### config.mk
export PLATFORM = sky130hd
export DESIGN_NAME = fir_stream_sequencer
export DESIGN_NICKNAME = d
export VERILOG_FILES = /design/src/rtl/fir_stream_sequencer.sv
export SDC_FILE = /design/constraint.sdc
export NUM_CORES = 1
export LEC_CHECK = 0
export ABC_AREA = 1
export CAP_MARGIN = 20
export CORE_ASPECT_RATIO = 0.5
export CORE_MARGIN = 2
export CORE_UTILIZATION = 65
export DETAILED_ROUTE_END_ITERATION = 6
export DONT_BUFFER_PORTS = 1
export PLACE_DENSITY_LB_ADDON = 0.15
export SYNTH_ARGS = -nofsm -noshare
export SYNTH_HDL_FRONTEND = slang
export SYNTH_SLANG_ARGS = --single-unit
### constraint.sdc
create_clock -name clk_fast -period 4.3 [get_ports clk_fast]
set_input_delay 1.075 -clock clk_fast [delete_from_list [all_inputs] [get_ports clk_fast]]
set_output_delay 1.075 -clock clk_fast [all_outputs]
set_load 0.03 [all_outputs]
### src/rtl/fir_stream_sequencer.sv
// fir_stream_sequencer: coefficient loader and slow-clock sample streamer for the W4823 FIR.
// Optional sticky fp16 denormal detection is built when FIR_SEQ_DENORM_CHECK_EN is defined.
module fir_stream_sequencer #(
   parameter int unsigned DW            = 16,
   parameter int unsigned OW            = 29,
   parameter int unsigned NTAPS         = 65,
   parameter int unsigned SAMPLE_LEN    = 500,
   parameter int unsigned DIV_LOG2      = 8,
   parameter int unsigned CAPTURE_PHASE = 18,
   parameter int unsigned SKIP_SLOTS    = 16,
   localparam int unsigned CAW =
      (NTAPS > 1) ? $clog2(NTAPS) : 1,
   localparam int unsigned SAW =
      (SAMPLE_LEN > 1) ? $clog2(SAMPLE_LEN) : 1
) (
   input  logic            clk_fast,
   input  logic            rst_n,
   input  logic            start,
   input  logic            abort,
   input  logic [15:0]     run_slots,
   input  logic [DW-1:0]   coef_q,
   input  logic [DW-1:0]   sample_q,
   output logic [SAW-1:0]  sample_addr,
   output logic [CAW-1:0]  fir_caddr,
   output logic [DW-1:0]   fir_cin,
   output logic            fir_cload,
   output logic            fir_clk_slow,
   output logic [DW-1:0]   fir_din,
   input  logic [OW-1:0]   fir_dout,
   output logic [OW-1:0]   out_data,
   output logic            out_valid,
   output logic            busy,
   output logic            done,
   output logic            denorm_flag
);

   typedef enum logic [1:0] {
      S_IDLE,
      S_LOAD,
      S_RUN,
      S_DONE
   } state_e;

   localparam logic [CAW-1:0] CLAST =
      CAW'(NTAPS - 1);
   localparam logic [SAW-1:0] SLAST =
      SAW'(SAMPLE_LEN - 1);
   localparam logic [DIV_LOG2-1:0] DMAX =
      '1;
   localparam logic [DIV_LOG2-1:0] CPHASE =
      DIV_LOG2'(CAPTURE_PHASE);
   localparam logic [15:0] SKIP =
      16'(SKIP_SLOTS);

   state_e              state_q, state_d;
   logic [CAW-1:0]      caddr_q, caddr_d;
   logic                cload_q, cload_d;
   logic [DIV_LOG2-1:0] div_cnt_q, div_cnt_d;
   logic [15:0]         slot_cnt_q, slot_cnt_d;
   logic [SAW-1:0]      saddr_q, saddr_d;
   logic [15:0]         rslots_q, rslots_d;
   logic [OW-1:0]       odata_q, odata_d;
   logic                ovalid_q, ovalid_d;
   logic                done_q, done_d;

   logic                wrap;
   logic                go;
   logic [15:0]         slot_inc;
   logic [SAW-1:0]      saddr_inc;

   assign wrap = (state_q == S_RUN)
              && (div_cnt_q == DMAX);
   assign go   = (state_q == S_IDLE)
              && start && !abort;

   assign slot_inc  = (slot_cnt_q == 16'hFFFF)
                    ? slot_cnt_q
                    : slot_cnt_q + 16'd1;
   assign saddr_inc = (saddr_q == SLAST)
                    ? '0
                    : saddr_q + 1'b1;

   // Next-state and datapath: abort overrides everything, then the FSM.
   // DONE is taken at the wrap that completes the run_slots-th slow period.
   always_comb begin
      state_d    = state_q;
      caddr_d    = caddr_q;
      cload_d    = 1'b0;
      div_cnt_d  = div_cnt_q;
      slot_cnt_d = slot_cnt_q;
      saddr_d    = saddr_q;
      rslots_d   = rslots_q;
      odata_d    = odata_q;
      ovalid_d   = 1'b0;
      done_d     = 1'b0;
      if (abort) begin
         state_d    = S_IDLE;
         caddr_d    = '0;
         div_cnt_d  = '0;
         slot_cnt_d = '0;
         saddr_d    = '0;
      end else begin
         unique case (state_q)
            S_IDLE: begin
               if (start) begin
                  state_d    = S_LOAD;
                  cload_d    = 1'b1;
                  caddr_d    = '0;
                  div_cnt_d  = '0;
                  slot_cnt_d = '0;
                  saddr_d    = '0;
                  rslots_d   = run_slots;
               end
            end
            S_LOAD: begin
               if (caddr_q == CLAST) begin
                  state_d   = S_RUN;
                  caddr_d   = '0;
                  div_cnt_d = '0;
               end else begin
                  cload_d = 1'b1;
                  caddr_d = caddr_q + 1'b1;
               end
            end
            S_RUN: begin
               div_cnt_d = div_cnt_q + 1'b1;
               if (div_cnt_q == CPHASE
                   && slot_cnt_q >= SKIP) begin
                  odata_d  = fir_dout;
                  ovalid_d = 1'b1;
               end
               if (wrap) begin
                  saddr_d    = saddr_inc;
                  slot_cnt_d = slot_inc;
                  if (rslots_q != 16'd0
                      && slot_inc == rslots_q) begin
                     state_d   = S_DONE;
                     div_cnt_d = '0;
                     done_d    = 1'b1;
                  end
               end
            end
            S_DONE: begin
               state_d = S_IDLE;
            end
            default: begin
               state_d = S_IDLE;
            end
         endcase
      end
   end

   // State and datapath registers.
   always_ff @(posedge clk_fast or negedge rst_n) begin
      if (!rst_n) begin
         state_q    <= S_IDLE;
         caddr_q    <= '0;
         cload_q    <= 1'b0;
         div_cnt_q  <= '0;
         slot_cnt_q <= '0;
         saddr_q    <= '0;
         rslots_q   <= '0;
         odata_q    <= '0;
         ovalid_q   <= 1'b0;
         done_q     <= 1'b0;
      end else begin
         state_q    <= state_d;
         caddr_q    <= caddr_d;
         cload_q    <= cload_d;
         div_cnt_q  <= div_cnt_d;
         slot_cnt_q <= slot_cnt_d;
         saddr_q    <= saddr_d;
         rslots_q   <= rslots_d;
         odata_q    <= odata_d;
         ovalid_q   <= ovalid_d;
         done_q     <= done_d;
      end
   end

   assign sample_addr  = saddr_q;
   assign fir_caddr    = caddr_q;
   assign fir_cin      = coef_q;
   assign fir_cload    = cload_q;
   assign fir_din      = sample_q;
   assign fir_clk_slow = (state_q == S_RUN)
                       & div_cnt_q[DIV_LOG2-1];
   assign out_data     = odata_q;
   assign out_valid    = ovalid_q;
   assign busy         = (state_q != S_IDLE);
   assign done         = done_q;

`ifdef FIR_SEQ_DENORM_CHECK_EN

   logic denorm_q, denorm_d;

   function automatic logic is_denorm(
      input logic [DW-1:0] v
   );
      return (v[14:10] == 5'd0)
          && (v[9:0] != 10'd0);
   endfunction

   // Sticky flag: cleared by an accepted start, set by a denormal
   // coefficient during load or a denormal sample at a wrap.
   always_comb begin
      denorm_d = denorm_q;
      if (go) begin
         denorm_d = 1'b0;
      end else if ((cload_q && is_denorm(coef_q))
                || (wrap && is_denorm(sample_q))) begin
         denorm_d = 1'b1;
      end
   end

   // Denormal flag register.
   always_ff @(posedge clk_fast or negedge rst_n) begin
      if (!rst_n) begin
         denorm_q <= 1'b0;
      end else begin
         denorm_q <= denorm_d;
      end
   end

   assign denorm_flag = denorm_q;

`else

   logic unused_go;
   assign unused_go   = go;
   assign denorm_flag = 1'b0;

`endif

endmodule

After elaboration in Yosys (flattened, before gate mapping)
Cells that the tools add are included.
Widths: inputs -> output; s select.
- memories: 0
- output and inout port bits: 83
- input bits: 81
- bits in latches: 0
- word-level logic and storage cells: 82
- bits in writable memories: 0
- memory bits (read-only): 0
- flip-flop bits (word level): 90
- eq/ne operators: 13
- $lt $le $gt $ge: 1
- divide/modulo/power cells: 0
- multiply operators: 0
- bitwise operators: 2
- shift-type cells: 0
- muxes and demuxes: 37
- reduce and logical (&&, ||, !) cells: 15
- add/sub/neg operators: 4
- operators with widths (cell ; number):
    $mux 16 ; 4
    $mux 8 ; 5
    $mux 9 ; 4
    $pmux 16 s2 ; 1
    $pmux 8 s3 ; 1
    $mux 7 ; 3
    $pmux 9 s2 ; 1
    $add 16x1->16 const B ; 1
    $eq 16x16->1 ; 1
    $eq 16x16->1 const B ; 1
    $ge 16x5->1 const B ; 1
    $reduce_bool 16->1 ; 1
    $pmux 7 s2 ; 1
    $reduce_and 3->1 ; 4
    $mux 1 ; 10
    $mux 2 ; 5
    $add 9x1->9 const B ; 1
    $eq 9x9->1 const B ; 1
    $ne 3x3->1 const B ; 3
    $add 8x1->8 const B ; 1
    $eq 8x5->1 const B ; 1
    $eq 8x8->1 const B ; 1
    $pmux 2 s4 ; 1
    $add 7x1->7 const B ; 1
    14 further kinds ; 18

Logic depth before layout (Yosys ltp)
Gate-level depths: netlist of the first run.
- depth in word-level cells: 8
- depth in mapped cells: 17
- mapped depth without buffers: 16

Worst setup path after synthesis of the first run
OpenSTA, ideal clock, no wires.
- kind: input -> register
- start point: input port abort
- end point: register odata_q[19] (netlist: out_data[19])
- library setup time: 117 ps
- required time: 4183 ps
- stages on the path: 9
- setup slack: 1772 ps
- buffers on the path: 3
- arrival time: 2411 ps
- path through: clkbuf_1 -> nor2_2 -> nand4_1 -> nor4_1 -> nand2_1 -> clkbuf_1 -> clkbuf_1 -> nand2_1 -> nand2_1
- longest elaborated chain between the ends: 2
- RTL lines (item ; RTL line ; text):
    start: declaration ; 19 ; input logic abort,
    $not 1->1 (no source line) ; - ;
    $reduce_and 3->1 (no source line) ; - ;
    end signal: assignment ; 174 ; odata_q <= odata_d;
    end: declaration ; 62 ; logic [OW-1:0] odata_q, odata_d;
Every way passes these cells.
A chain may end at the register's enable or synchronous reset.

Final worst setup path of the first run
- start point: register state_q[0]
- end point: register slot_cnt_q[1]
- longest elaborated chain between the ends: 4
- elaborated cells on any way between the ends: 9
- classes of those cells: 3 x eq/ne; 2 x mux; 4 x reduce/logical
- RTL lines (item ; RTL line ; text):
    start: declaration ; 55 ; state_e state_q, state_d;
    start signal: assignment ; 167 ; state_q <= state_d;
    $eq 2x2->1 ; 71, 103 ;
    $logic_and 1x1->1 ; 72 ; && (div_cnt_q == DMAX);
    $ne 3x3->1 (no source line) ; - ;
    $reduce_and 3->1 (no source line) ; - ;
    end signal: assignment ; 171 ; slot_cnt_q <= slot_cnt_d;
    end: declaration ; 59 ; logic [15:0] slot_cnt_q, slot_cnt_d;
Several ways; a longest one is shown, not always the timed one.

==> results of run 1 <==
[flip-flops by register name, indices dropped and copies added, names as in the netlist, 2 cells and up]
name and cells:
fir_caddr 7, state_q 2, sample_addr 9, out_data 29
div_cnt_q 8, rslots_q 16, slot_cnt_q 16
[stage by stage]
| step | hold slack [ns] | total power, mW |
|---|---|---|
| after floorplan | 0.466 | 1.62 |
| after global placement | 0.492 | 1.69 |
| after detailed placement | 0.492 | 1.71 |
| after CTS | 0.410 | 2.55 |
| after global routing | 0.402 | 2.69 |
| final | 0.425 | 2.55 |
[layer usage]
metal	routed length, um	track usage	vias to the layer above
met1	5200	0.378	2001
met4	401	0.132	0
met2	5370	0.453	164
met5	0	0	-
li1	-	-	2107
met3	1030	0.0895	44
[layout by cell type, fill, tap and decap left out, drive strengths merged, types with 10 or more instances in the layout]
cell,count
a21oi,30
clkbuf,10
dfrtp,90
ha,10
inv,79
nand2,217
nand3,57
nand4,19
nor2,62
nor3,14
o21ai,25
[power breakdown]
part	leakage, nW	internal, mW	total (mW)	switching (mW)
clock	0.145	0.510	0.834	0.324
combinational	1.34	0.202	0.676	0.475
sequential	1.20	0.948	1.04	0.0908
total	2.68	1.66	2.55	0.889
[cell families after synthesis]
family | count (synthesis) | synth area share
AO/OA/AOI/OAI | 65 | 0.0694
buffers and inverters | 132 | 0.124
other | 1 | 0.000722
adder cells (fa/ha/maj) | 10 | 0.0241
XOR/XNOR | 10 | 0.0169
flip-flops | 90 | 0.433
AND/OR/NAND/NOR | 383 | 0.331
[cell type report]
| type | instances | share of cell area |
|---|---|---|
| clock buffers | 10 | 0.0427 |
| clock inverters | 6 | 0.0170 |
| inverters | 82 | 0.0593 |
| multi-input cells | 469 | 0.429 |
| flip-flops and latches | 90 | 0.420 |
| well taps | 108 | 0.0252 |
| repair buffers | 4 | 0.00700 |
[worst max-delay path by stage]
stage                                     end  depth (start not counted)  slack (ns)
CTS                 slot_cnt_q[1]$_DFFE_PN0P_                          9        1.37
global route        slot_cnt_q[0]$_DFFE_PN0P_                          9        1.02
finish              slot_cnt_q[1]$_DFFE_PN0P_                          9        1.35
global placement    slot_cnt_q[0]$_DFFE_PN0P_                          9        1.23
floorplan            out_data[19]$_DFFE_PN0P_                          9        1.77
detailed placement  slot_cnt_q[1]$_DFFE_PN0P_                          9        1.08
[worst max-delay path, cell delays in order, from the launching register on]
cell and delay [ns]:
dfrtp_1 0.41, inv_1 0.11, ha_1 0.20, inv_1 0.16, nor3_1 0.25, inv_1 0.11
nand2_1 0.40, clkinv_1 0.65, nand2_1 0.40, o22ai_1 0.12
==> run metrics, run 1 <==
worst r2r src state_q[0]$_DFFE_PN0P_; Horiz. Die Dim 130 um; CP required 4.51 ns; synthesized flop and latch total 90; Post-synth EDFFs 0; fill count 625; initial DRC count 282; top_reg_cell synth dfrtp_1; clock root cell clkbuf_16; critical path class reg2reg; top post-synthesis cells by count nand2_1, dfrtp_1, inv_1; GRT Overall Usage 0.289; Area contributors post-synth dfrtp_1, nand2_1, inv_1; clk slew on worst S/H paths 0.06 ns; cts hold-fix bufs 0; Max Clock Freq 0.338 GHz; Initial Utilization 0.689; Clk Latency, worst-skew pair 0.34 ns; vias in the first global route 3,925; CP Launch Point state_q[0]$_DFFE_PN0P_; IO Port Bufs 0; placed cell areas 5020 sq um; Placed Cells incl. Taps 752; register area share after synthesis 0.433; post-synth top area cell dfrtp_1; synthesized cell area 5200 sq um; drt first pass iters 5; fin util 0.711; post-route insts no fill 769; proportion of netlist area held by the largest area contributor 0.433; H-tree level count 3; CP Capture Type flop; Max Root-Sink Buffers 2; largest net degree at the start of global routing 91; Die Y 67.2 um; Post-CTS Resized 0; most instantiated library cell after synthesis nand2_1; CTS sink count 90; post-route ant nets 0; startpoint types flop; Final Cycle Share 0.687; Mapped Cells 691; layout cells sized above 1 0.0756; R2R Setup Slk 1.35 ns; WL per Instance 15.6 um; async set or reset register ratio after synthesis 1.00; CTS tree done; final net count 747; Max FO, Critical Path 26; multi-input logic area 2300 sq um; Setup Skew 0.00568 ns; synth warn 0; antenna cells 0; outcome complete, no violations; final wirelength 12,000 um; Cell variety after synth 37; Avg Cell Area, Syn 7.52 sq um; Final GP Congestion 0.938; area added between synthesis and finish 3.15%; Row Count 22; final-report hold violation count 0; gr ovfl total 0; RSZ-0062 raised after global routing false; power density over the cells 475 nW/um^2; arrival time worst endpoint 3.16 ns; setup slack after layout 1.35 ns; minimum clock period 2.95 ns; first-pass GRT wire length 19,000 um; Max VDD drop 325 uV; Post-route DRC 0; via count 4,316; leak pwr 2.68 nW; hold crit path type in2async; MaxCap Viol Count 0; initial antenna violation count 1; sequential cell area 2250 sq um; IO Pins 164; hpwl dp 9000 um; setup TNS 0 ns; R2R Path End slot_cnt_q[1]$_DFFE_PN0P_; worst slack, placed 1.08 ns; Slew HR 0.459; Die ar. 8770 sq um; Syn Nets 782; post-layout instance area 5360 sq um; Via-to-Cell Ratio 5.61; worst slew pin tran 0.811 ns; r2r worst-path depth 9; Post-CTS Setup Inserts 0; Num CTS Buffers 9; max-slew violation count 0; core footprint 7540 sq um; Final Setup Violations 0
No activity file was read; power rests on OpenSTA's default activity.
==> inputs of run 2 (changes only) <==
- CORE_UTILIZATION: 65 -> 64
- clock period: 4.3 -> 3 ns (I/O delays scaled with it)
==> run 2 against run 1 <==
Worst setup slack got worse by 0.80 ns. Global-route usage shrank 1.8 points. First-iteration DRC count rose by 0.71%. Utilization shrank 3.5 points. Cell count is 0.78% higher. Flip-flop and latch count did not move. Highest routed layer unchanged.
==> run metrics, run 2 (synthesized netlist as in run 1, its figures left out) <==
outcome complete, no violations; r2r worst-path depth 13 (+4); Post-CTS Resized 0 (unchanged); Post-route DRC 0 (unchanged); Die Y 67.7 um (+0.73%); multi-input logic area 2300 sq um (unchanged); RSZ-0062 raised after global routing false; cts hold-fix bufs 0 (unchanged); CTS sink count 90 (unchanged); Final Setup Violations 0 (unchanged); largest net degree at the start of global routing 91 (unchanged); CP Capture Type flop; H-tree level count 3 (unchanged); Row Count 23 (+4.5%); antenna cells 0 (unchanged); worst r2r src state_q[0]$_DFFE_PN0P_; post-route insts no fill 775 (+0.78%); Clk Latency, worst-skew pair 0.35 ns (about the same); Final GP Congestion 0.910 (-3.1%); Max VDD drop 339 uV (+4.3%); clock root cell clkbuf_16; final wirelength 11,800 um (-1.7%); gr ovfl total 0 (unchanged); Initial Utilization 0.654 (-0.0347); fin util 0.676 (-0.0347); Placed Cells incl. Taps 759 (+0.93%); IO Port Bufs 0 (unchanged); initial DRC count 284 (+0.71%); post-route ant nets 0 (unchanged); fill count 706 (+13%); core footprint 7940 sq um (+5.3%); Slew HR 0.435 (-0.0233); Hold Slack 0.0928 ns (-0.332 ns); Setup Skew 0.00696 ns (+0.00128 ns); most common cell after layout, fill and taps aside nand2_1; area added between synthesis and finish 3.32%; Post-CTS Setup Inserts 0 (unchanged); max-slew violation count 0 (unchanged); R2R Setup Slk 0.55 ns (-0.80 ns); worst slew pin tran 0.846 ns (+0.0350 ns); GRT Overall Usage 0.271 (-0.0182); WL per Instance 15.2 um (-2.4%); MaxCap Viol Count 0 (unchanged); vias in the first global route 4,086 (+4.1%); leak pwr 2.70 nW (+0.57%); final net count 749 (+0.27%); setup TNS 0 ns (unchanged); first-pass GRT wire length 18,800 um (-1.1%); R2R Path End state_q[0]$_DFFE_PN0P_; max reg flops 29 (unchanged); final-report hold violation count 0 (unchanged); power density over the cells 686 nW/um^2 (+44%); Horiz. Die Dim 131 um (+0.76%); clk slew on worst S/H paths 0.07 ns (about the same); commonest cells after routing, fill and taps aside nand2_1, dfrtp_1, inv_1; minimum clock period 2.45 ns (-0.503 ns); startpoint types flop; CTS tree done; IO Pins 164 (unchanged); drt first pass iters 5 (unchanged); Max FO, Critical Path 8 (-69%); hpwl dp 8760 um (-2.7%); Die ar. 8900 sq um (+1.5%); Num CTS Buffers 9 (unchanged); Final Cycle Share 0.817 (+0.130); Max Clock Freq 0.408 GHz (+21%); initial antenna violation count 0 (-1); critical path class reg2reg; layout cells sized above 1 0.0799 (+0.00430); CP required 3.24 ns (-1.27 ns); via count 4,289 (-0.63%); Max Root-Sink Buffers 2 (unchanged); arrival time worst endpoint 2.69 ns (-0.47 ns); sequential cell area 2250 sq um (unchanged); hold crit path type in2async; Via-to-Cell Ratio 5.53 (-1.4%)
## run 2: cell count changes in the layout (fill, tap and decap cells not counted), sizes merged
cell and change:
bufinv -1, clkinvlp -2, inv +5, buf +2, clkinv -1, clkbuf -1
## run 2: layout make-up
class,count,area share
multi-input combinational,469,0.428
sequential,90,0.419
inverter,82,0.0592
clock buffer,9,0.0419
tap,112,0.0261
clock inverter,7,0.0170
timing repair buffer,6,0.00839
## run 2: layer usage
metal	vias up	wire, um	track usage
met5	-	0	0
met4	0	238	0.0938
met3	33	798	0.0736
met2	129	5280	0.447
met1	2016	5490	0.354
li1	2111	-	-
## run 2: report_power, final
group,leakage [nW],internal [mW],switching (mW)
clock,0.154,0.672,0.530
sequential,1.20,1.36,0.137
combinational,1.34,0.304,0.684
total,2.70,2.33,1.35
## run 2: worst max-delay path by stage
| stage | from | end | slack [ns] |
|---|---|---|---|
| 6_report | state_q[0]$_DFFE_PN0P_ | state_q[0]$_DFFE_PN0P_ | 0.55 |
| 3_3_place_gp | slot_cnt_q[0]$_DFFE_PN0P_ | state_q[0]$_DFFE_PN0P_ | 0.63 |
| 4_1_cts | state_q[0]$_DFFE_PN0P_ | sample_addr[7]$_DFFE_PN0P_ | 0.57 |
| 3_5_place_dp | state_q[0]$_DFFE_PN0P_ | sample_addr[7]$_DFFE_PN0P_ | 0.58 |
| 2_1_floorplan | abort | out_data[19]$_DFFE_PN0P_ | 0.80 |
| 5_1_grt | slot_cnt_q[0]$_DFFE_PN0P_ | state_q[0]$_DFFE_PN0P_ | 0.30 |
## run 2: per-stage QoR
step	power, mW	instance area, sq um	setup WS [ns]
6_report	3.68	5370	0.548
5_1_grt	3.89	5370	0.296
4_1_cts	3.69	5370	0.572
3_5_place_dp	2.49	5050	0.582
3_3_place_gp	2.47	5050	0.625
2_1_floorplan	2.32	5200	0.797
## run 2: worst max-delay path: stages (launching register included)
cell and delay (ns):
dfrtp_1 0.43, inv_1 0.12, ha_1 0.18, nand2_1 0.05
inv_1 0.24, nand3_1 0.18, a21oi_1 0.30, nand2_1 0.09
nor2_1 0.13, nand4_2 0.16, o21bai_4 0.27, nand2_2 0.08
nand2_1 0.06, nand2_1 0.05
